<file path="src/rtl/pipeline_ctrl.sv">
// Hazard unit for a 5-stage pipeline: operand forwarding, load-use stall,
// branch flush and a debug halt FSM that drains the pipeline before acknowledging.
module pipeline_ctrl #(
  parameter int unsigned ADDR_WIDTH   = 5,
  parameter int unsigned DRAIN_CYCLES = 3
) (
  input  logic                  i_clk,
  input  logic                  i_rst_n,
  input  logic [ADDR_WIDTH-1:0] i_rs1_addr_d,
  input  logic [ADDR_WIDTH-1:0] i_rs2_addr_d,
  input  logic [ADDR_WIDTH-1:0] i_rs1_addr_e,
  input  logic [ADDR_WIDTH-1:0] i_rs2_addr_e,
  input  logic [ADDR_WIDTH-1:0] i_rd_addr_e,
  input  logic [1:0]            i_resultsrc_e,
  input  logic                  i_pcsrc_e,
  input  logic [ADDR_WIDTH-1:0] i_rd_addr_m,
  input  logic                  i_regwrite_m,
  input  logic [ADDR_WIDTH-1:0] i_rd_addr_w,
  input  logic                  i_regwrite_w,
  input  logic                  i_halt_req,
  input  logic                  i_resume,
  output logic                  o_stall_f,
  output logic                  o_stall_d,
  output logic                  o_flush_d,
  output logic                  o_flush_e,
  output logic [1:0]            o_fwd_a_e,
  output logic [1:0]            o_fwd_b_e,
  output logic                  o_halt_ack,
  output logic [1:0]            o_state
);

  typedef enum logic [1:0] {
    RUN    = 2'b00,
    DRAIN  = 2'b01,
    HALTED = 2'b10
  } state_t;

  localparam logic [2:0] DRAIN_LOAD = 3'(DRAIN_CYCLES - 1);

  state_t     state;
  logic [2:0] drain_cnt;
  logic       halt_ack;
  logic       lwstall;

  // Memory-stage result is newer than writeback, so it wins on a double match.
  function automatic logic [1:0] fwd_sel(input logic [ADDR_WIDTH-1:0] rs);
    if (i_regwrite_m && (i_rd_addr_m != '0) && (i_rd_addr_m == rs))
      return 2'b10;
    else if (i_regwrite_w && (i_rd_addr_w != '0) && (i_rd_addr_w == rs))
      return 2'b01;
    else
      return 2'b00;
  endfunction

  assign o_fwd_a_e = fwd_sel(i_rs1_addr_e);
  assign o_fwd_b_e = fwd_sel(i_rs2_addr_e);

  assign lwstall = (i_resultsrc_e == 2'b01) && (i_rd_addr_e != '0) &&
                   ((i_rd_addr_e == i_rs1_addr_d) || (i_rd_addr_e == i_rs2_addr_d));

  always_comb begin
    o_stall_f = 1'b0;
    o_stall_d = 1'b0;
    o_flush_d = 1'b0;
    o_flush_e = 1'b0;
    unique case (state)
      DRAIN, HALTED: begin
        o_stall_f = 1'b1;
        o_stall_d = 1'b1;
        o_flush_e = 1'b1;
      end
      default: begin
        o_stall_f = lwstall && !i_pcsrc_e;
        o_stall_d = lwstall && !i_pcsrc_e;
        o_flush_d = i_pcsrc_e;
        o_flush_e = lwstall || i_pcsrc_e;
      end
    endcase
  end

  // Halt is only accepted on a hazard-free edge; a held request simply waits.
  always_ff @(posedge i_clk or negedge i_rst_n) begin
    if (!i_rst_n) begin
      state     <= RUN;
      drain_cnt <= '0;
      halt_ack  <= 1'b0;
    end else begin
      unique case (state)
        RUN: begin
          if (i_halt_req && !lwstall && !i_pcsrc_e) begin
            state     <= DRAIN;
            drain_cnt <= DRAIN_LOAD;
          end
        end
        DRAIN: begin
          if (drain_cnt == '0) begin
            state    <= HALTED;
            halt_ack <= 1'b1;
          end else begin
            drain_cnt <= drain_cnt - 3'd1;
          end
        end
        HALTED: begin
          if (i_resume) begin
            state    <= RUN;
            halt_ack <= 1'b0;
          end
        end
        default: begin
          state     <= RUN;
          drain_cnt <= '0;
          halt_ack  <= 1'b0;
        end
      endcase
    end
  end

  assign o_halt_ack = halt_ack;
  assign o_state    = state;

endmodule
</file>
<file path="config.mk">
export PLATFORM = sky130hd
export DESIGN_NAME = pipeline_ctrl
export DESIGN_NICKNAME = d
export VERILOG_FILES = /design/src/rtl/pipeline_ctrl.sv
export SDC_FILE = /design/constraint.sdc
export NUM_CORES = 1
export LEC_CHECK = 0
export CORE_ASPECT_RATIO = 1.25
export CORE_MARGIN = 2
export CORE_UTILIZATION = 30
export CTS_CLUSTER_SIZE = 25
export DETAILED_ROUTE_END_ITERATION = 8
export PLACE_DENSITY = 0.71
export SYNTH_ARGS = -nofsm -noshare
export SYNTH_HDL_FRONTEND = slang
export SYNTH_SLANG_ARGS = --single-unit
</file>
<file path="constraint.sdc">
create_clock -name i_clk -period 2.3 [get_ports i_clk]
set_clock_uncertainty 0.15 [all_clocks]
set_input_delay 0.23 -clock i_clk [delete_from_list [all_inputs] [get_ports i_clk]]
set_output_delay 0.23 -clock i_clk [all_outputs]
set_load 0.005 [all_outputs]
</file>
==> results.yml <==
place:
  placement.cell_area_um2: 1510
  io_buffer_count: 54
  placed_cells_incl_taps: 196
  place_worst_setup_slack_ns: -0.353
  gp_routability_congestion: 0.746
  detailedPlacementHpwl_um: 2300
logic_synthesis:
  synth_cells: 95
  synthDistinctLibCells: 30
  netlist.area_leader.share: 0.181
  syn-num-nets: 144
  synth_seq_cells: 6
  synth_area_leader_cell: "sky130_fd_sc_hd__dfrtp_1"
  ys.warnings.count: 0
  primary_ff_master_synth: "sky130_fd_sc_hd__dfrtp_1"
  synth_enable_flop_cells: 0
  synth.area.top_cells: "sky130_fd_sc_hd__dfrtp_1 18%, sky130_fd_sc_hd__xnor2_1 17%, sky130_fd_sc_hd__xor2_1 15%"
  async_reset_ff_frac: 1.00
  synth-seq-area-share: 0.181
  syn_avg_cell_area_um2: 8.75
  syn_area_um2: 831
finish:
  finalInstanceArea_um2: 1610
  insertedDiodeCount: 0
  layout_common_cells: "40 x sky130_fd_sc_hd__clkdlybuf4s50_1, 16 x sky130_fd_sc_hd__xnor2_1, 15 x sky130_fd_sc_hd__buf_4"
  post_route_cells_drive_above_1_share: 0.199
  stdcell_count: 200
  mostFrequentLayoutCell: "sky130_fd_sc_hd__clkdlybuf4s50_1"
  post-route-util: 0.606
  flow.area_growth_from_synthesis_pct: 93.7
  num-nets-final: 217
drt:
  drc: 0
  number_of_drc_markers_in_iteration_0: 21
  drt_first_pass_iters: 5
  routed_via_density: 4.92
  ant_nets: 0
  detail_route.wl_per_cell_um: 13.6
  dr_total_vias: 983
  routed_wl_um: 2730
pwr:
  power_per_cell_area_nw_per_um2: 558
  leakage_nw: 0.713
  irDropWorstVdd_uv: 534
job:
  drv.max_cap_violation_count: 0
worst_setup_path:
  worstPathRequired_ns: 1.92
  crit-reg2reg-launch: "o_state[0]"
  worstSetupEndpointType: "output port"
  ff2ff_path_depth: 6
  crit_start: "i_rd_addr_m[0]"
  critical_path_arrival_ns: 1.87
  crit_path_max_fanout: 2
  timing_worst_setup_path_type: "input pin to output port"
  worstSetupStartpointType: "input pin"
clock_tree:
  cts_inserted_buffers: 3
  h_tree_lvls: 1
  clk_transition_reported_paths_ns: 0.05
  clk_root_buffer_cell: "sky130_fd_sc_hd__clkbuf_4"
  cts_hold_repair.buffers: 0
  clk_path_buf_depth: 2
  insertion_delay_of_the_later_clocked_pin_in_the_worst_skew_pair_ns: 0.25
  cts_sinks: 6
  cts_tree: "built"
sta:
  final-setup-viol-count: 0
  period_needed_ns: 2.25
  relative_max_transition_margin: 0.788
  fmax_ghz: 0.445
  grt_setup_unrepaired: "yes"
  hold-worst-slack_ns: 0.0712
  finalCritPeriodShare: 0.976
  finalHoldViolations: 0
  finalWorstSetupSlack_ns: 0.0546
  worstMarginPinSlew_ns: 0.315
  drv_slew: 0
die:
  start_util: 0.313
  core-area_um2: 2650
  core.rowCount: 21
  io_pins: 55
  chipHeight_um: 62.8
  floorplan_die_area_um2: 3210
  die_w_um: 51.1
status:
  outcome: "completed"
global_route:
  gr_ovfl_total: 0
  grt_pass1_vias: 991
  groute.usage.overall: 0.174
  antenna_violations_before_repair: 0
  grt_start_max_net_pins: 7
  grt_pass1_wl_um: 4230
worst_hold_path:
  hp-class: "input pin to async pin"
[cells by family (layout without fill, tap and decap cells)]
group,count (synthesis),after routing,share of synthesized area
compound gates,14,14,0.122
mux,3,3,0.0377
fa+ha+maj,5,5,0.0753
xor+xnor,30,30,0.316
flops,6,6,0.181
buf+inv,6,77,0.0316
simple gates,31,31,0.236
[where the power goes]
part	switching, mW	internal [mW]	total, mW
registers	0.0308	0.150	0.181
clock network	0.0402	0.0592	0.0994
logic	0.282	0.335	0.617
total	0.353	0.544	0.897
[worst max-delay path, cell delays in order]
cell                              delay, ns
sky130_fd_sc_hd__clkdlybuf4s50_1       0.43
sky130_fd_sc_hd__or4_4                 0.55
sky130_fd_sc_hd__o21ai_4               0.18
sky130_fd_sc_hd__buf_4                 0.15
sky130_fd_sc_hd__nor4_4                0.05
sky130_fd_sc_hd__dlygate4sd2_1         0.27
[stage by stage]
step / setup TNS, ns / total power, mW
floorplan: 0 / 0.521
global placement: -1.39 / 0.787
detailed placement: -1.61 / 0.804
CTS: -0.0884 / 0.892
global route: -0.0178 / 0.981
finish: 0 / 0.897
[routing by layer]
layer  track usage  share of wire  up-vias
li1              -              -      471
met1         0.155           0.32      448
met2         0.360           0.56       60
met3        0.0407           0.11        4
met4        0.0507         0.0077        0
met5             0              0        -
[cell type report]
class,instances,area (um^2)
timing repair buffer,69,651
fill,225,1040
multi-input combinational,83,724
tap,34,42.5
inverter,5,18.8
clock buffer,3,22.5
sequential,6,150
[synthesized netlist by cell type (2+ instances only)]
cell                        n
sky130_fd_sc_hd__nand2b_1   2
sky130_fd_sc_hd__ha_1       5
sky130_fd_sc_hd__nand3_1    4
sky130_fd_sc_hd__nand2_1    5
sky130_fd_sc_hd__o21ai_1    3
sky130_fd_sc_hd__xnor2_1   16
sky130_fd_sc_hd__xor2_1    14
sky130_fd_sc_hd__mux2i_1    2
sky130_fd_sc_hd__or4_1      4
sky130_fd_sc_hd__nor2_1     3
sky130_fd_sc_hd__nor4_2     2
sky130_fd_sc_hd__nor2b_1    4
sky130_fd_sc_hd__nor4_1     2
sky130_fd_sc_hd__dfrtp_1    6
sky130_fd_sc_hd__o21ai_2    2
sky130_fd_sc_hd__a31oi_1    3
sky130_fd_sc_hd__inv_1      5
[final timing paths]
| kind | end | slack [ns] |
|---|---|---|
| hold / removal | o_halt_ack | 0.07 |
| setup / recovery | o_fwd_b_e[1] | 0.05 |
| hold reg to reg | o_halt_ack | 0.33 |
| min in group i_clk | o_halt_ack | 0.33 |
| max in group asynchronous | drain_cnt[0] | 1.70 |
| setup reg to reg | o_halt_ack | 0.38 |
[repair_timing]
action | 4_1_cts | 5_1_grt
pin swaps | 2 | 6
setup buffers | 0 | 1
cloned | 0 | 0
endpoints found under the setup margin | 7 | 5
gates resized for setup | 20 | 11
[sequential cells by signal, summed over array words and instances (netlist names)]
name and cells:
o_state 2, drain_cnt 3, o_halt_ack 1
Power figures use the tool's default switching activity.
